$ cat config.mk
export PLATFORM = sky130hd
export DESIGN_NAME = mips_datapath_register_scoreboard_flat
export DESIGN_NICKNAME = d
export VERILOG_FILES = /design/src/rtl/mips_datapath_register_scoreboard_if.sv /design/src/rtl/mips_datapath_register_scoreboard.sv /design/src/flat_wrapper.sv
export SDC_FILE = /design/constraint.sdc
export NUM_CORES = 1
export LEC_CHECK = 0
export ABC_CLOCK_PERIOD_IN_PS = 8500
export CAP_MARGIN = 10
export CELL_PAD_IN_SITES_DETAIL_PLACEMENT = 1
export CELL_PAD_IN_SITES_GLOBAL_PLACEMENT = 1
export CORE_ASPECT_RATIO = 0.9
export CORE_MARGIN = 2
export CORE_UTILIZATION = 30
export DETAILED_ROUTE_END_ITERATION = 8
export PLACE_DENSITY = 0.64
export SYNTH_ARGS = -nofsm -noshare
export SYNTH_HDL_FRONTEND = slang
export SYNTH_SLANG_ARGS = --single-unit
$ cat constraint.sdc
create_clock -name clock -period 8.5 [get_ports clock]
set_clock_uncertainty 0.1 [all_clocks]
set_input_delay 1.275 -clock clock [delete_from_list [all_inputs] [get_ports clock]]
set_output_delay 1.275 -clock clock [all_outputs]
set_load 0.02 [all_outputs]
$ cat src/rtl/mips_datapath_register_scoreboard_if.sv
// Port bundle between decode and the register scoreboard: issue request, source/destination
// addresses, writeback retire, flush and the hazard status returned to decode.
interface mips_datapath_register_scoreboard_if #(
  parameter int NUM_REGS = 32,
  parameter int ADDR_W   = 5,
  parameter int LAT_W    = 3
);
  logic                issue_valid;
  logic                issue_ready;
  logic [ADDR_W-1:0]   rd1_addr;
  logic                rd1_use;
  logic [ADDR_W-1:0]   rd2_addr;
  logic                rd2_use;
  logic [ADDR_W-1:0]   wr_addr;
  logic                wr_en;
  logic [LAT_W-1:0]    wr_latency;
  logic                wb_valid;
  logic [ADDR_W-1:0]   wb_addr;
  logic                flush;
  logic [1:0]          stall_src;
  logic                stall_waw;
  logic [NUM_REGS-1:0] busy_mask;
  logic                error;

  modport master (
    output issue_valid, rd1_addr, rd1_use, rd2_addr, rd2_use,
           wr_addr, wr_en, wr_latency, wb_valid, wb_addr, flush,
    input  issue_ready, stall_src, stall_waw, busy_mask, error
  );

  modport slave (
    input  issue_valid, rd1_addr, rd1_use, rd2_addr, rd2_use,
           wr_addr, wr_en, wr_latency, wb_valid, wb_addr, flush,
    output issue_ready, stall_src, stall_waw, busy_mask, error
  );
endinterface

$ cat src/rtl/mips_datapath_register_scoreboard.sv
// Issue-side register scoreboard: per-register pending-write counters and forwarding timers
// gate decode on RAW, WAW-reordering and counter-saturation hazards.
module mips_datapath_register_scoreboard #(
  parameter int NUM_REGS = 32,
  parameter int ADDR_W   = 5,
  parameter int CNT_W    = 2,
  parameter int LAT_W    = 3
) (
  input  logic clock,
  input  logic reset_n,
  mips_datapath_register_scoreboard_if.slave sb
);

  localparam logic [CNT_W-1:0] CNT_MAX = {CNT_W{1'b1}};

  logic [CNT_W-1:0]    cnt_q [NUM_REGS];
  logic [CNT_W-1:0]    cnt_d [NUM_REGS];
  logic [LAT_W-1:0]    tmr_q [NUM_REGS];
  logic [LAT_W-1:0]    tmr_d [NUM_REGS];
  logic                error_q;
  logic                error_d;

  logic [1:0]          stall_src;
  logic                stall_waw;
  logic                issue_ready;
  logic                fire;
  logic [NUM_REGS-1:0] busy_mask;

  function automatic logic cnt_saturated(input logic [CNT_W-1:0] c);
    return c == CNT_MAX;
  endfunction

  // An underflowing retire holds the count at zero; the caller raises error.
  function automatic logic [CNT_W-1:0] cnt_next(input logic [CNT_W-1:0] c,
                                                input logic inc,
                                                input logic dec);
    logic [CNT_W-1:0] n;
    n = c;
    if (inc && !dec)
      n = c + CNT_W'(1);
    else if (dec && !inc && c != '0)
      n = c - CNT_W'(1);
    return n;
  endfunction

  function automatic logic [LAT_W-1:0] tmr_next(input logic [LAT_W-1:0] t,
                                                input logic load,
                                                input logic [LAT_W-1:0] lat);
    logic [LAT_W-1:0] n;
    n = t;
    if (load)
      n = lat;
    else if (t != '0)
      n = t - LAT_W'(1);
    return n;
  endfunction

  // Hazard detection: purely combinational from registered state and the presented instruction
  always_comb begin
    stall_src   = 2'b00;
    stall_waw   = 1'b0;
    if (sb.rd1_use && sb.rd1_addr != '0 && tmr_q[sb.rd1_addr] != '0)
      stall_src[0] = 1'b1;
    if (sb.rd2_use && sb.rd2_addr != '0 && tmr_q[sb.rd2_addr] != '0)
      stall_src[1] = 1'b1;
    if (sb.wr_en && sb.wr_addr != '0 &&
        (tmr_q[sb.wr_addr] > sb.wr_latency || cnt_saturated(cnt_q[sb.wr_addr])))
      stall_waw = 1'b1;
    issue_ready = ~(|stall_src | stall_waw);
    fire        = sb.issue_valid & issue_ready & ~sb.flush;
  end

  always_comb begin
    busy_mask = '0;
    for (int r = 1; r < NUM_REGS; r++)
      busy_mask[r] = |cnt_q[r];
  end

  // Next state: flush wipes everything and drops concurrent issue/retire
  always_comb begin
    logic inc;
    logic dec;
    inc     = 1'b0;
    dec     = 1'b0;
    error_d = error_q;
    for (int r = 0; r < NUM_REGS; r++) begin
      cnt_d[r] = '0;
      tmr_d[r] = '0;
    end
    if (!sb.flush) begin
      for (int r = 1; r < NUM_REGS; r++) begin
        inc      = fire & sb.wr_en & (sb.wr_addr == ADDR_W'(r));
        dec      = sb.wb_valid & (sb.wb_addr == ADDR_W'(r));
        cnt_d[r] = cnt_next(cnt_q[r], inc, dec);
        tmr_d[r] = tmr_next(tmr_q[r], inc, sb.wr_latency);
        if (dec && !inc && cnt_q[r] == '0)
          error_d = 1'b1;
      end
    end
  end

  always_ff @(posedge clock or negedge reset_n) begin
    if (!reset_n) begin
      for (int r = 0; r < NUM_REGS; r++) begin
        cnt_q[r] <= '0;
        tmr_q[r] <= '0;
      end
      error_q <= 1'b0;
    end else begin
      for (int r = 0; r < NUM_REGS; r++) begin
        cnt_q[r] <= cnt_d[r];
        tmr_q[r] <= tmr_d[r];
      end
      error_q <= error_d;
    end
  end

  assign sb.issue_ready = issue_ready;
  assign sb.stall_src   = stall_src;
  assign sb.stall_waw   = stall_waw;
  assign sb.busy_mask   = busy_mask;
  assign sb.error       = error_q;

endmodule

$ cat src/flat_wrapper.sv
// flat-port wrapper written by rule: the top's interface ports become plain ports
module mips_datapath_register_scoreboard_flat 
#(
  parameter int NUM_REGS = 32,
  parameter int ADDR_W   = 5,
  parameter int CNT_W    = 2,
  parameter int LAT_W    = 3
)
  (clock, reset_n, sb_issue_valid, sb_rd1_addr, sb_rd1_use, sb_rd2_addr, sb_rd2_use, sb_wr_addr, sb_wr_en, sb_wr_latency, sb_wb_valid, sb_wb_addr, sb_flush, sb_issue_ready, sb_stall_src, sb_stall_waw, sb_busy_mask, sb_error);
  mips_datapath_register_scoreboard_if #(.NUM_REGS(NUM_REGS), .ADDR_W(ADDR_W), .LAT_W(LAT_W)) sb_i ();
  input  logic clock;
  input  logic reset_n;
  input wire logic [$bits(sb_i.issue_valid)-1:0] sb_issue_valid;
  input wire logic [$bits(sb_i.rd1_addr)-1:0] sb_rd1_addr;
  input wire logic [$bits(sb_i.rd1_use)-1:0] sb_rd1_use;
  input wire logic [$bits(sb_i.rd2_addr)-1:0] sb_rd2_addr;
  input wire logic [$bits(sb_i.rd2_use)-1:0] sb_rd2_use;
  input wire logic [$bits(sb_i.wr_addr)-1:0] sb_wr_addr;
  input wire logic [$bits(sb_i.wr_en)-1:0] sb_wr_en;
  input wire logic [$bits(sb_i.wr_latency)-1:0] sb_wr_latency;
  input wire logic [$bits(sb_i.wb_valid)-1:0] sb_wb_valid;
  input wire logic [$bits(sb_i.wb_addr)-1:0] sb_wb_addr;
  input wire logic [$bits(sb_i.flush)-1:0] sb_flush;
  output wire logic [$bits(sb_i.issue_ready)-1:0] sb_issue_ready;
  output wire logic [$bits(sb_i.stall_src)-1:0] sb_stall_src;
  output wire logic [$bits(sb_i.stall_waw)-1:0] sb_stall_waw;
  output wire logic [$bits(sb_i.busy_mask)-1:0] sb_busy_mask;
  output wire logic [$bits(sb_i.error)-1:0] sb_error;
  assign sb_i.issue_valid = sb_issue_valid;
  assign sb_i.rd1_addr = sb_rd1_addr;
  assign sb_i.rd1_use = sb_rd1_use;
  assign sb_i.rd2_addr = sb_rd2_addr;
  assign sb_i.rd2_use = sb_rd2_use;
  assign sb_i.wr_addr = sb_wr_addr;
  assign sb_i.wr_en = sb_wr_en;
  assign sb_i.wr_latency = sb_wr_latency;
  assign sb_i.wb_valid = sb_wb_valid;
  assign sb_i.wb_addr = sb_wb_addr;
  assign sb_i.flush = sb_flush;
  assign sb_issue_ready = sb_i.issue_ready;
  assign sb_stall_src = sb_i.stall_src;
  assign sb_stall_waw = sb_i.stall_waw;
  assign sb_busy_mask = sb_i.busy_mask;
  assign sb_error = sb_i.error;
  mips_datapath_register_scoreboard #(.NUM_REGS(NUM_REGS), .ADDR_W(ADDR_W), .CNT_W(CNT_W), .LAT_W(LAT_W)) u_core (.clock(clock), .reset_n(reset_n), .sb(sb_i));
endmodule
# Yosys cells after proc, flatten, opt, wreduce, memory -nomap -nowiden
# Cells that the tools add are included.
# word_totals
rom_bits	0
out_inout_bits	37
ram_bits	0
latch_bits	0
regBits	156
mem_count	0
word_cells	853
input_bits	31
# op_classes
muxes	172
bitwise	71
shifts	0
addsub	93
eq_ne	63
n_mul	0
div_mod_pow	0
reduce_logical	387
order_cmp	4
# ops
operator	n
$reduce_bool A3 Y1	95
$mux W3	68
$eq A5 B5 Y1 const B	32
$logic_and A1 B1 Y1	130
$mux W2	64
$mux W93	1
$sub A3 B1 Y3 const B	31
$eq A5 B4 Y1 const B	16
$and A1 B1 Y1	65
$reduce_or A2 Y1	32
$add A2 B1 Y2 const B	31
$logic_not A1 Y1	62
$logic_not A2 Y1	31
$mux W62	1
$reduce_bool A2 Y1	31
$sub A2 B1 Y2 const B	31
$bmux W3 S5	3
$eq A5 B3 Y1 const B	8
$mux W1	34
$reduce_bool A31 Y1	1
$eq A5 B2 Y1 const B	4
$ge A6 B6 Y1 const B	3
$not A5 Y6	3
$reduce_bool A5 Y1	3
other kinds (8)	10

# Logic depth before layout (Yosys ltp)
# Gate-level depths: netlist of the first run.
# depth
depth_word	48
depth_mapped	25
ltp_nobuf	17

# Worst setup path before layout of the first run
# Ideal clock, no wire load.
# synth_path
path_type	input port to output port
from	in sb_wr_addr[0]
to	out sb_issue_ready
cell_stages	17
required_ps	7125
arrival_ps	5747
setup_slack_ps	1378
path_buffers	7
cell_sequence	buf_2 buf_2 buf_2 buf_2 buf_1 mux4_2 mux4_2 mux2_2 ha_1 nor2b_1 o21a_1 o21ai_0 nand4_1 o211a_1 nor3_1 buf_2 buf_2
# synth_via
elab_chain_cells	10
# synth_rtl
element	line	rtl
from (decl)	flat_wrapper.sv:18	input wire logic [$bits(sb_i.wr_addr)-1:0] sb_wr_addr;
$not A5 Y6 (not written as such)	mips_datapath_register_scoreboard.sv:67	(tmr_q[sb.wr_addr] > sb.wr_latency || cnt_saturated(cnt_q[sb.wr_addr])))
$bmux W3 S5 / $bmux W2 S5 (equally long branches)	mips_datapath_register_scoreboard.sv:67	
$mux W3 (not written as such) / $mux W2 (equally long branches) (2 in a row)	mips_datapath_register_scoreboard.sv:67	
$gt A3 B3 Y1 / $eq A2 B2 Y1 (equally long branches)	mips_datapath_register_scoreboard.sv:67, mips_datapath_register_scoreboard.sv:30	
$logic_or A1 B1 Y1	mips_datapath_register_scoreboard.sv:67	
$logic_and A1 B1 Y1 (*)	mips_datapath_register_scoreboard.sv:66	if (sb.wr_en && sb.wr_addr != '0 &&
$mux W1 (*)	mips_datapath_register_scoreboard.sv:66	
named net sb_stall_waw	flat_wrapper.sv:26	output wire logic [$bits(sb_i.stall_waw)-1:0] sb_stall_waw;
$or A1 B1 Y1 (*)	mips_datapath_register_scoreboard.sv:69	issue_ready = ~(|stall_src | stall_waw);
$not A1 Y1 (*)	mips_datapath_register_scoreboard.sv:69	
to (decl)	flat_wrapper.sv:24	output wire logic [$bits(sb_i.issue_ready)-1:0] sb_issue_ready;
# The timed path passes the listed nets; every way through them passes the cells marked *. The select of a mux whose other input is x is not followed.

# Final worst setup path of the first run
# layout_path
from	in sb_wr_addr[0]
to	out sb_issue_ready
# layout_via
elab_chain_cells	10
# layout_rtl
element	line
$not A5 Y6 (not written as such)	mips_datapath_register_scoreboard.sv:67
$bmux W3 S5 / $bmux W2 S5 (equally long branches)	mips_datapath_register_scoreboard.sv:67
$mux W3 (not written as such) / $mux W2 (equally long branches) (2 in a row)	mips_datapath_register_scoreboard.sv:67
$gt A3 B3 Y1 / $eq A2 B2 Y1 (equally long branches)	mips_datapath_register_scoreboard.sv:67, mips_datapath_register_scoreboard.sv:30
$logic_or A1 B1 Y1	mips_datapath_register_scoreboard.sv:67
$logic_and A1 B1 Y1 (*)	mips_datapath_register_scoreboard.sv:66
$mux W1 (*)	mips_datapath_register_scoreboard.sv:66
$or A1 B1 Y1 (*)	mips_datapath_register_scoreboard.sv:69
$not A1 Y1 (*)	mips_datapath_register_scoreboard.sv:69
# Every way passes the cells marked *; elsewhere a longest branch is shown, timed or not. The select of a mux whose other input is x is not followed.

==> load_flow_metrics.sql, run 1 <==
INSERT INTO impl_metrics (metric_group, metric, value, unit) VALUES
('placed_design', 'placement_setup_slack', '1.442', 'ns'),
('yosys', 'post_synthesis_compound_gate_area_fraction', '17.13', '%'),
('cts', 'clk-insertion-delay-late', '0.46', 'ns'),
('drt', 'route.final.wire_length', '47600', 'um'),
('setup_path', 'r2r-end', 'u_core.sb.error', ''),
('sta', 'clock.fmax', '144.6', 'MHz'),
('drt', 'drtIter0Drc', '851', ''),
('yosys', 'synth_cells', '1501', ''),
('global_routing', 'grt_util_all_layers', '22.52', '%'),
('yosys', 'syn-mean-instance-area', '8.255', 'um2'),
('yosys', 'synth_flop_cell', 'sky130_fd_sc_hd__dfrtp_1', ''),
('cts', 'root_buf_cell', 'sky130_fd_sc_hd__clkbuf_16', ''),
('sta', 'post-route-period-util', '81.35', '%'),
('cts', 'clk_transition_reported_paths', '0.07', 'ns'),
('placed_design', 'place_hpwl', '35400', 'um'),
('setup_path', 'crit_arrival', '5.54', 'ns'),
('finish', 'finalInstanceArea', '14150', 'um2'),
('setup_path', 'timing.setup.critical_path_class', 'input pin to output port', ''),
('sta', 'max_slew.worst_pin.slew', '1.226', 'ns'),
('sta', 'unrepaired_setup_endpoints_after_global_routing', 'false', ''),
('setup_path', 'depth_of_the_worst_register_to_register_path', '15', ''),
('yosys', 'total_number_of_yosys_warnings', '0', ''),
('setup_path', 'setup.reg_to_reg.worst_slack', '2.79', 'ns'),
('yosys', 'sequential_to_total_area_share_from_yosys_stat', '31.51', '%'),
('yosys', 'synth_fp_nets', '1597', ''),
('cts', 'clock_sink_count', '156', ''),
('yosys', 'synth-edff-count', '0', ''),
('placed_design', 'gpl.final_weighted_congestion', '0.8801', ''),
('drt', 'drtPass1Iterations', '5', ''),
('finish', 'num-nets-final', '1623', ''),
('sta', 'post-route-worst-setup-slack', '1.586', 'ns'),
('min_path', 'whs_path_depth', '1', ''),
('die', 'floorplan.die_area', '42950', 'um2'),
('min_path', 'timing.hold.worst.class', 'flop to flop', ''),
('cts', 'postCtsHoldBufs', '0', ''),
('drt', 'post-route-drc-count', '0', ''),
('sta', 'period_needed', '6.914', 'ns'),
('power', 'power.static_leakage', '5.971', 'nW'),
('yosys', 'synth-xor-area-share', '2.615', '%'),
('finish', 'inserted_diodes', '0', ''),
('cts', 'post-cts-setup-buffers', '0', ''),
('global_routing', 'largest_net_degree_at_the_start_of_global_routing', '97', ''),
('setup_path', 'worst-path-max-fanout', '41', ''),
('sta', 'slew_headroom', '17.52', '%'),
('yosys', 'synth_top_family_by_area', 'simple AND/OR/NAND/NOR gates', ''),
('finish', 'most-common-layout-cells', 'sky130_fd_sc_hd__nor2_1, sky130_fd_sc_hd__dfrtp_1, sky130_fd_sc_hd__nand2_1, sky130_fd_sc_hd__o21ai_0, sky130_fd_sc_hd__inv_1', ''),
('sta', 'timing.final.setup_violations', '0', ''),
('finish', 'layout.cells.non_filler', '2078', ''),
('sta', 'worst_hold_slack', '0.4394', 'ns'),
('die', 'top_level_ports', '68', ''),
('die', 'placement_rows', '70', ''),
('placed_design', 'dp.cells', '2048', ''),
('finish', 'mostFrequentLayoutCell', 'sky130_fd_sc_hd__nor2_1', ''),
('placed_design', 'place_area', '13550', 'um2'),
('power', 'power.ir.vdd_worst', '0.1651', 'mV'),
('yosys', 'cell_area_after_synthesis', '12390', 'um2'),
('cts', 'cts-buffers-inserted', '17', ''),
('yosys', 'muxShareOfSynthArea', '12.49', '%'),
('die', 'initial_utilization', '30.42', '%'),
('global_routing', 'number_of_antenna_violations_at_the_first_check_in_global_routing', '0', ''),
('setup_path', 'worstReg2RegStart', 'u_core.tmr_q[76]', ''),
('die', 'die_span_in_y', '196.8', 'um'),
('yosys', 'post_synth_and_or_nand_nor_area_fraction', '23.59', '%'),
('setup_path', 'crit_path_end_kind', 'output port', ''),
('global_routing', 'global_route_wire_length_before_repair', '73550', 'um'),
('run_status', 'run_status', 'completed', ''),
('min_path', 'hold_path_end', 'u_core.cnt_q[48]', ''),
('cts', 'clock_tree.htree_level_count', '4', ''),
('cts', 'cts_tree', 'built', ''),
('setup_path', 'timing.critical_path.from_type', 'input pin', ''),
('global_routing', 'gr-total-overflow', '0', '');
==> worst max path at each step <==
stage          depth (start not counted)  slack [ns]         endpoint     startpoint
2_1_floorplan                         17        1.38   sb_issue_ready  sb_wr_addr[0]
3_3_place_gp                          16        1.51  u_core.sb.error  sb_wr_addr[0]
3_5_place_dp                          16        1.44  u_core.sb.error  sb_wr_addr[0]
4_1_cts                               12        1.60   sb_issue_ready  sb_wr_addr[0]
5_1_grt                               13        1.47   sb_issue_ready  sb_wr_addr[0]
6_report                              12        1.59   sb_issue_ready  sb_wr_addr[0]
==> routing by layer <==
metal | wire length (um) | vias to the layer above | global-route usage, %
li1 | - | 5401 | -
met1 | 22100 | 6137 | 31.32
met2 | 22100 | 319 | 35.78
met3 | 2138 | 71 | 3.009
met4 | 1259 | 0 | 7.962
met5 | 0 | - | 0
==> critical path, stage by stage <==
cell	delay (ns)
sky130_fd_sc_hd__buf_4	0.51
sky130_fd_sc_hd__mux4_2	0.59
sky130_fd_sc_hd__mux4_2	0.52
sky130_fd_sc_hd__mux2_2	0.29
sky130_fd_sc_hd__ha_1	0.28
sky130_fd_sc_hd__nor2b_1	0.14
sky130_fd_sc_hd__o21a_1	0.16
sky130_fd_sc_hd__o21ai_0	0.23
sky130_fd_sc_hd__nand4_1	0.18
sky130_fd_sc_hd__o211a_1	0.37
sky130_fd_sc_hd__nor3_2	0.27
sky130_fd_sc_hd__clkdlybuf4s50_1	0.67
==> cell type report <==
type	instances	area (um2)	share of cell area, %
multi-input cells	1158	7744	54.74
inverters	103	386.6	2.733
repair buffers	91	839.6	5.934
clock buffers	19	452.9	3.202
clock inverters	11	145.1	1.026
flip-flops and latches	156	3904	27.59
well taps	540	675.6	4.776
==> registers in the layout (all words and copies together), names as in the netlist <==
signal,flops
u_core.tmr_q,93
u_core.cnt_q,62
u_core.sb.error,1
==> synthesized netlist by cell type (4+ instances only) <==
cell type	instances	share of area (%)
sky130_fd_sc_hd__inv_1	101	3.1
sky130_fd_sc_hd__buf_6	4	0.36
sky130_fd_sc_hd__o211ai_1	5	0.30
sky130_fd_sc_hd__clkbuf_1	57	1.7
sky130_fd_sc_hd__o21a_1	6	0.36
sky130_fd_sc_hd__and2_1	9	0.45
sky130_fd_sc_hd__dfrtp_1	156	32
sky130_fd_sc_hd__nor4b_1	4	0.28
sky130_fd_sc_hd__ha_1	65	6.6
sky130_fd_sc_hd__nor3b_1	8	0.48
sky130_fd_sc_hd__nor3_1	54	2.2
sky130_fd_sc_hd__or2_2	37	1.9
sky130_fd_sc_hd__xor2_1	7	0.49
sky130_fd_sc_hd__nand3_1	42	1.7
sky130_fd_sc_hd__xnor2_1	30	2.1
sky130_fd_sc_hd__a31oi_1	25	1.3
sky130_fd_sc_hd__mux2_2	5	0.45
sky130_fd_sc_hd__nand4_1	9	0.45
sky130_fd_sc_hd__a211oi_1	48	2.9
sky130_fd_sc_hd__a311oi_1	11	0.78
sky130_fd_sc_hd__or3_1	15	0.76
sky130_fd_sc_hd__mux2i_1	59	4.8
sky130_fd_sc_hd__nor2_1	193	5.8
sky130_fd_sc_hd__nand2_1	143	4.3
sky130_fd_sc_hd__nor4_1	19	0.96
sky130_fd_sc_hd__nand2b_1	33	1.7
sky130_fd_sc_hd__o21ai_0	106	4.3
sky130_fd_sc_hd__buf_1	10	0.30
sky130_fd_sc_hd__and3_1	18	0.91
sky130_fd_sc_hd__buf_2	11	0.44
sky130_fd_sc_hd__mux4_2	40	7.3
sky130_fd_sc_hd__o22ai_1	4	0.20
sky130_fd_sc_hd__nor2b_1	13	0.66
sky130_fd_sc_hd__a21oi_1	96	3.9
==> cells by family (layout without fill, tap and decap cells) <==
family	count (synthesis)	in the layout
buffers and inverters	187	224
AND/OR/NAND/NOR	610	610
other	1	1
AO/OA/AOI/OAI	341	341
flip-flops	156	156
XOR/XNOR	37	37
adder cells (fa/ha/maj)	65	65
multiplexers	104	104
==> power breakdown <==
group | switching, mW | leakage [nW] | internal, mW | total, mW
sequential | 0.314 | 2.09 | 0.938 | 1.25
combinational | 1.04 | 3.59 | 0.877 | 1.92
clock | 0.349 | 0.287 | 0.473 | 0.822
total | 1.70 | 5.97 | 2.29 | 3.99
==> metrics by stage <==
stage | util, % | power [mW]
2_1_floorplan | - | 2.593
3_3_place_gp | 33.27 | 3.073
3_5_place_dp | 33.27 | 3.161
4_1_cts | 34.74 | 4.011
5_1_grt | 34.74 | 4.343
6_report | 34.74 | 3.992
(Power assumes the default switching activity.)
==> inputs of run 2 (changes only) <==
--- a/config.mk
+++ b/config.mk
@@ -5,7 +5,7 @@
 export SDC_FILE = /design/constraint.sdc
 export NUM_CORES = 1
 export LEC_CHECK = 0
-export ABC_CLOCK_PERIOD_IN_PS = 8500
+export ABC_CLOCK_PERIOD_IN_PS = 6000
 export CAP_MARGIN = 10
 export CELL_PAD_IN_SITES_DETAIL_PLACEMENT = 1
 export CELL_PAD_IN_SITES_GLOBAL_PLACEMENT = 1
@@ -13,7 +13,7 @@
 export CORE_MARGIN = 2
 export CORE_UTILIZATION = 30
 export DETAILED_ROUTE_END_ITERATION = 8
-export PLACE_DENSITY = 0.64
+export PLACE_DENSITY = 0.66
 export SYNTH_ARGS = -nofsm -noshare
 export SYNTH_HDL_FRONTEND = slang
 export SYNTH_SLANG_ARGS = --single-unit
==> constraint.sdc (replaced) <==
create_clock -name clock -period 6 [get_ports clock]
set_clock_uncertainty 0.1 [all_clocks]
set_input_delay 0.9 -clock clock [delete_from_list [all_inputs] [get_ports clock]]
set_output_delay 0.9 -clock clock [all_outputs]
set_load 0.02 [all_outputs]
==> load_flow_metrics.sql, run 2 (same netlist as run 1, synthesis figures left out) <==
INSERT INTO impl_metrics (metric_group, metric, value, unit) VALUES
('finish', 'num-nets-final', '1655', ''),
('sta', 'clock.fmax', '173.6', 'MHz'),
('power', 'power.static_leakage', '6.119', 'nW'),
('finish', 'layout.filler_cells', '4854', ''),
('cts', 'clk-insertion-delay-late', '0.47', 'ns'),
('cts', 'root_buf_cell', 'sky130_fd_sc_hd__clkbuf_16', ''),
('finish', 'largest_register', 'u_core.tmr_q', ''),
('finish', 'inserted_diodes', '0', ''),
('global_routing', 'global_route_wire_length_before_repair', '73900', 'um'),
('cts', 'clock_sink_count', '156', ''),
('placed_design', 'dp.cells', '2080', ''),
('run', 'maximum_capacitance_violations', '0', ''),
('drt', 'drtIter0Drc', '1043', ''),
('drt', 'drtPass1Iterations', '5', ''),
('drt', 'detail_route.vias_per_cell', '5.680', ''),
('setup_path', 'timing.critical_path.from_type', 'input pin', ''),
('setup_path', 'timing.setup.critical_path_class', 'input pin to output port', ''),
('cts', 'clock_tree.htree_level_count', '4', ''),
('cts', 'cts-resized-gates', '0', ''),
('finish', 'most-common-layout-cells', 'sky130_fd_sc_hd__nor2_1, sky130_fd_sc_hd__dfrtp_1, sky130_fd_sc_hd__nand2_1, sky130_fd_sc_hd__o21ai_0, sky130_fd_sc_hd__inv_1', ''),
('finish', 'drive_above_1_share', '11.77', '%'),
('placed_design', 'place_hpwl', '35890', 'um'),
('global_routing', 'gr-total-overflow', '0', ''),
('die', 'placement_rows', '70', ''),
('global_routing', 'grt.busiest_layer', 'met2', ''),
('placed_design', 'port-buffer-count', '66', ''),
('finish', 'layout.cells.non_filler', '2112', ''),
('finish', 'area_delta_synth_final', '16.20', '%'),
('power', 'power.ir.vdd_worst', '0.1735', 'mV'),
('sta', 'max_slew.worst_pin.slew', '1.247', 'ns'),
('global_routing', 'grt.met3_usage', '2.870', '%'),
('die', 'die_span_in_y', '196.8', 'um'),
('finish', 'finalInstanceArea', '14400', 'um2'),
('placed_design', 'gpl.final_weighted_congestion', '0.9302', ''),
('drt', 'ant_nets', '0', ''),
('min_path', 'timing.hold.worst.class', 'input pin to asynchronous set/reset pin', ''),
('global_routing', 'grt_util_all_layers', '22.59', '%'),
('die', 'initial_utilization', '30.42', '%'),
('sta', 'period_needed', '5.762', 'ns'),
('global_routing', 'number_of_antenna_violations_at_the_first_check_in_global_routing', '0', ''),
('die', 'floorplan.die_area', '42950', 'um2'),
('setup_path', 'crit_path_end_kind', 'output port', ''),
('global_routing', 'grt_pass1_vias', '12060', ''),
('sta', 'slew_headroom', '16.50', '%'),
('sta', 'aggregate_negative_setup_slack', '0', 'ns'),
('setup_path', 'cp.required', '5.00', 'ns'),
('sta', 'timing.final.setup_violations', '0', ''),
('finish', 'largest_register_ffs', '93', ''),
('die', 'die_x', '218.2', 'um'),
('global_routing', 'largest_net_degree_at_the_start_of_global_routing', '73', ''),
('finish', 'mostFrequentLayoutCell', 'sky130_fd_sc_hd__nor2_1', ''),
('cts', 'clk_transition_reported_paths', '0.07', 'ns'),
('drt', 'routed-via-count', '12000', ''),
('sta', 'slew_viol_final', '0', ''),
('drt', 'post-route-drc-count', '0', ''),
('power', 'power_density', '391.8', 'nW/um2'),
('sta', 'unrepaired_setup_endpoints_after_global_routing', 'false', ''),
('placed_design', 'place_area', '13810', 'um2'),
('setup_path', 'crit_arrival', '4.76', 'ns'),
('global_routing', 'globalRouteMet2Util', '36.38', '%'),
('setup_path', 'worst-path-max-fanout', '18', ''),
('drt', 'post_drt_wl_per_cell', '22.60', 'um'),
('die', 'area_of_the_core', '40730', 'um2'),
('run_status', 'run_status', 'completed', ''),
('drt', 'route.final.wire_length', '47730', 'um'),
('cts', 'cts-buffers-inserted', '17', ''),
('cts', 'cts-root-to-sink-buffers', '2', ''),
('cts', 'cts_tree', 'built', ''),
('sta', 'post-route-period-util', '96.03', '%'),
('sta', 'hold_viol', '0', ''),
('cts', 'post-cts-setup-buffers', '0', ''),
('die', 'top_level_ports', '68', ''),
('global_routing', 'gr_met1_demand_resource', '31.16', '%'),
('cts', 'postCtsHoldBufs', '0', '');
==> run 2: cell count changes in the layout (fill, tap and decap cells not counted), sizes merged <==
| cell | delta |
|---|---|
| buf | +31 |
| clkbuf | +3 |
| bufinv | -1 |
| clkinv | +1 |
==> run 2: routing by layer <==
metal  share of wire (%)  vias to the layer above
li1                    -                     5476
met5                   0                        -
met3                 5.0                       79
met1                  45                     6077
met2                  47                      365
met4                 2.8                        0
==> run 2: critical path, cell delays in order <==
cell,delay (ns)
sky130_fd_sc_hd__buf_6,0.21
sky130_fd_sc_hd__mux4_2,0.55
sky130_fd_sc_hd__mux4_2,0.50
sky130_fd_sc_hd__mux2_2,0.28
sky130_fd_sc_hd__ha_1,0.29
sky130_fd_sc_hd__nor2b_1,0.14
sky130_fd_sc_hd__o21a_1,0.16
sky130_fd_sc_hd__o21ai_0,0.29
sky130_fd_sc_hd__nand4_1,0.16
sky130_fd_sc_hd__o211a_1,0.29
sky130_fd_sc_hd__nor3_4,0.30
sky130_fd_sc_hd__clkdlybuf4s50_1,0.67
==> run 2: worst paths after layout <==
kind	startpoint	to	slack (ns)	cells after the start
max in group asynchronous	reset_n	u_core.tmr_q[69]	4.22	2
hold / removal	reset_n	u_core.cnt_q[1]	0.37	1
hold reg to reg	u_core.cnt_q[16]	u_core.cnt_q[16]	0.44	1
setup reg to reg	u_core.tmr_q[76]	u_core.sb.error	0.93	15
min in group clock	u_core.cnt_q[16]	u_core.cnt_q[16]	0.44	1
setup / recovery	sb_wr_addr[0]	sb_issue_ready	0.24	12
==> run 2: cell type report <==
| type | count | area, um2 | share of cell area, % |
|---|---|---|---|
| Sequential cell | 156 | 3904 | 27.11 |
| Multi-Input combinational cell | 1158 | 7750 | 53.83 |
| Tap cell | 540 | 675.6 | 4.693 |
| Clock buffer | 21 | 450.4 | 3.129 |
| Inverter | 103 | 386.6 | 2.685 |
| Clock inverter | 11 | 120.1 | 0.8343 |
| Timing Repair Buffer | 123 | 1111 | 7.717 |
==> run 2: report_power, final <==
part,internal [mW],leakage [nW],switching [mW]
sequential,1.33,2.09,0.454
clock,0.622,0.273,0.498
combinational,1.27,3.75,1.47
==> run 2: through the flow <==
step | power, mW | hold WS (ns) | utilization, % | setup slack (ns)
finish | 5.641 | 0.3744 | 35.35 | 0.2384
global route | 6.142 | 0.4242 | 35.35 | 0.05906
CTS | 5.658 | 0.3954 | 35.32 | 0.04791
detailed placement | 4.493 | 0.4174 | 33.92 | 0.04978
global placement | 4.346 | 0.4081 | 33.92 | 0.1864
floorplan | 3.674 | 0.3760 | - | 0.02581
==> inputs of run 3 (changes only) <==
--- a/config.mk
+++ b/config.mk
@@ -12,6 +12,8 @@
 export CORE_ASPECT_RATIO = 0.9
 export CORE_MARGIN = 2
 export CORE_UTILIZATION = 30
+export CTS_BUF_LIST = sky130_fd_sc_hd__clkbuf_16
+export CTS_CLUSTER_DIAMETER = 40
 export DETAILED_ROUTE_END_ITERATION = 8
 export PLACE_DENSITY = 0.66
 export SYNTH_ARGS = -nofsm -noshare
==> load_flow_metrics.sql, run 3 (same netlist as run 1, synthesis figures left out) <==
INSERT INTO impl_metrics (metric_group, metric, value, unit) VALUES
('run_status', 'run_status', 'completed', ''),
('power', 'cell_internal_pwr', '3.200', 'mW'),
('power', 'power.static_leakage', '6.126', 'nW'),
('global_routing', 'largest_net_degree_at_the_start_of_global_routing', '73', ''),
('run', 'maximum_capacitance_violations', '0', ''),
('die', 'initial_utilization', '30.42', '%'),
('power', 'switching_power', '2.425', 'mW'),
('sta', 'hold_viol', '0', ''),
('drt', 'drtIter0Drc', '1047', ''),
('power', 'combinationalPowerShare', '48.7', '%'),
('placed_design', 'place_hpwl', '35890', 'um'),
('setup_path', 'crit_arrival', '4.76', 'ns'),
('finish', 'largest_register', 'u_core.tmr_q', ''),
('die', 'die_span_in_y', '196.8', 'um'),
('global_routing', 'global_route_wire_length_before_repair', '73900', 'um'),
('die', 'floorplan.die_area', '42950', 'um2'),
('sta', 'slew_headroom', '15.72', '%'),
('drt', 'route.final.wire_length', '47740', 'um'),
('cts', 'cts-root-to-sink-buffers', '2', ''),
('drt', 'post_drt_wl_per_cell', '22.61', 'um'),
('drt', 'routed-via-count', '12020', ''),
('sta', 'post-route-period-util', '96.05', '%'),
('finish', 'drive_above_1_share', '11.70', '%'),
('cts', 'cts-buffers-inserted', '17', ''),
('setup_path', 'cp.required', '5.00', 'ns'),
('die', 'area_of_the_core', '40730', 'um2'),
('placed_design', 'place_area', '13810', 'um2'),
('cts', 'clock_tree.htree_level_count', '4', ''),
('global_routing', 'number_of_antenna_violations_at_the_first_check_in_global_routing', '0', ''),
('finish', 'area_delta_synth_final', '16.12', '%'),
('cts', 'post-cts-setup-buffers', '0', ''),
('setup_path', 'worstReg2RegStart', 'u_core.tmr_q[76]', ''),
('sta', 'worst_hold_slack', '0.3741', 'ns'),
('cts', 'cts_tree', 'built', ''),
('cts', 'clk_transition_reported_paths', '0.07', 'ns'),
('placed_design', 'gpl.final_weighted_congestion', '0.9302', ''),
('power', 'sw_frac_of_total', '43.11', '%'),
('global_routing', 'gr-total-overflow', '0', ''),
('finish', 'inserted_diodes', '0', ''),
('die', 'top_level_ports', '68', ''),
('drt', 'ant_nets', '0', ''),
('sta', 'slew_viol_final', '0', ''),
('setup_path', 'timing.critical_path.from_type', 'input pin', ''),
('finish', 'mostFrequentLayoutCell', 'sky130_fd_sc_hd__nor2_1', ''),
('power', 'power.ir.vdd_worst', '0.1735', 'mV'),
('drt', 'drtPass1Iterations', '5', ''),
('setup_path', 'setup.reg_to_reg.worst_slack', '0.93', 'ns'),
('cts', 'cts-resized-gates', '0', ''),
('min_path', 'timing.hold.worst.class', 'input pin to asynchronous set/reset pin', ''),
('finish', 'most-common-layout-cells', 'sky130_fd_sc_hd__nor2_1, sky130_fd_sc_hd__dfrtp_1, sky130_fd_sc_hd__nand2_1, sky130_fd_sc_hd__o21ai_0, sky130_fd_sc_hd__inv_1', ''),
('sta', 'max_slew.worst_pin.slew', '1.259', 'ns'),
('sta', 'clock.fmax', '173.5', 'MHz'),
('power', 'seq_power_share', '31.7', '%'),
('cts', 'clk-insertion-delay-late', '0.47', 'ns'),
('global_routing', 'grt_pass1_vias', '12060', ''),
('die', 'die_x', '218.2', 'um'),
('sta', 'aggregate_negative_setup_slack', '0', 'ns'),
('setup_path', 'depth_of_the_worst_register_to_register_path', '15', ''),
('sta', 'timing.final.setup_violations', '0', ''),
('drt', 'detail_route.vias_per_cell', '5.693', ''),
('drt', 'post-route-drc-count', '0', ''),
('cts', 'postCtsHoldBufs', '0', ''),
('setup_path', 'crit_path_end_kind', 'output port', ''),
('sta', 'unrepaired_setup_endpoints_after_global_routing', 'false', ''),
('die', 'placement_rows', '70', ''),
('global_routing', 'grt_util_all_layers', '22.59', '%'),
('finish', 'largest_register_ffs', '93', ''),
('power', 'pwr-share-clk', '19.6', '%'),
('sta', 'period_needed', '5.763', 'ns'),
('finish', 'finalInstanceArea', '14390', 'um2'),
('power', 'power_density', '390.9', 'nW/um2'),
('cts', 'clock_sink_count', '156', ''),
('setup_path', 'worst-path-max-fanout', '18', ''),
('placed_design', 'port-buffer-count', '66', ''),
('finish', 'num-nets-final', '1655', ''),
('cts', 'root_buf_cell', 'sky130_fd_sc_hd__clkbuf_16', ''),
('setup_path', 'timing.setup.critical_path_class', 'input pin to output port', ''),
('setup_path', 'r2r-end', 'u_core.sb.error', '');
-- run 3: cell types whose count changed in the layout (fill, tap and decap cells not counted), sizes merged --
cell    change
clkinv      +1
clkbuf      -4
inv         +3
-- run 3: power by group through the flow --
stage	Combinational (mW)	Clock, mW	Sequential (mW)
6_report	2.74	1.10	1.78
5_1_grt	3.14	1.17	1.81
4_1_cts	2.75	1.13	1.77
3_5_place_dp	2.71	0	1.78
3_3_place_gp	2.57	0	1.78
2_1_floorplan	2.11	0	1.57
-- run 3: critical path, stage by stage --
cell                              delay, ns
sky130_fd_sc_hd__buf_6                 0.21
sky130_fd_sc_hd__mux4_2                0.55
sky130_fd_sc_hd__mux4_2                0.50
sky130_fd_sc_hd__mux2_2                0.28
sky130_fd_sc_hd__ha_1                  0.29
sky130_fd_sc_hd__nor2b_1               0.14
sky130_fd_sc_hd__o21a_1                0.16
sky130_fd_sc_hd__o21ai_0               0.29
sky130_fd_sc_hd__nand4_1               0.16
sky130_fd_sc_hd__o211a_1               0.29
sky130_fd_sc_hd__nor3_4                0.30
sky130_fd_sc_hd__clkdlybuf4s50_1       0.67
-- run 3: stage by stage --
step	instances	setup slack [ns]	utilization, %	power [mW]
4_1_cts	2112	0.04791	35.30	5.640
5_1_grt	2112	0.05906	35.33	6.124
6_report	2112	0.2371	35.33	5.625
2_1_floorplan	1501	0.02581	-	3.674
3_5_place_dp	2080	0.04978	33.92	4.493
3_3_place_gp	2080	0.1864	33.92	4.346
-- run 3: layout make-up --
class                           instances  area, um2
Fill cell                            4855      26340
Multi-Input combinational cell       1158       7750
Sequential cell                       156       3904
Timing Repair Buffer                  123       1111
Tap cell                              540      675.6
Clock buffer                           17      425.4
Inverter                              103      386.6
Clock inverter                         15      135.1
-- run 3: per-layer routing --
metal / vias up / wire length (um) / global-route usage (%) / share of wire (%)
met4: 0 / 1273 / 7.861 / 2.7
li1: 5476 / - / - / -
met2: 371 / 22470 / 36.38 / 47
met3: 72 / 2316 / 2.870 / 4.9
met1: 6104 / 21680 / 31.16 / 45
met5: - / 0 / 0 / 0
-- run 3: worst max-delay path by stage --
stage                             start         endpoint  slack, ns  depth (start not counted)
after floorplan           sb_wr_addr[0]  u_core.sb.error       0.03                         21
after detailed placement  sb_wr_addr[0]   sb_issue_ready       0.05                         12
after CTS                 sb_wr_addr[0]   sb_issue_ready       0.05                         12
after global placement    sb_wr_addr[0]   sb_issue_ready       0.19                         12
after global routing      sb_wr_addr[0]   sb_issue_ready       0.06                         15
final                     sb_wr_addr[0]   sb_issue_ready       0.24                         12
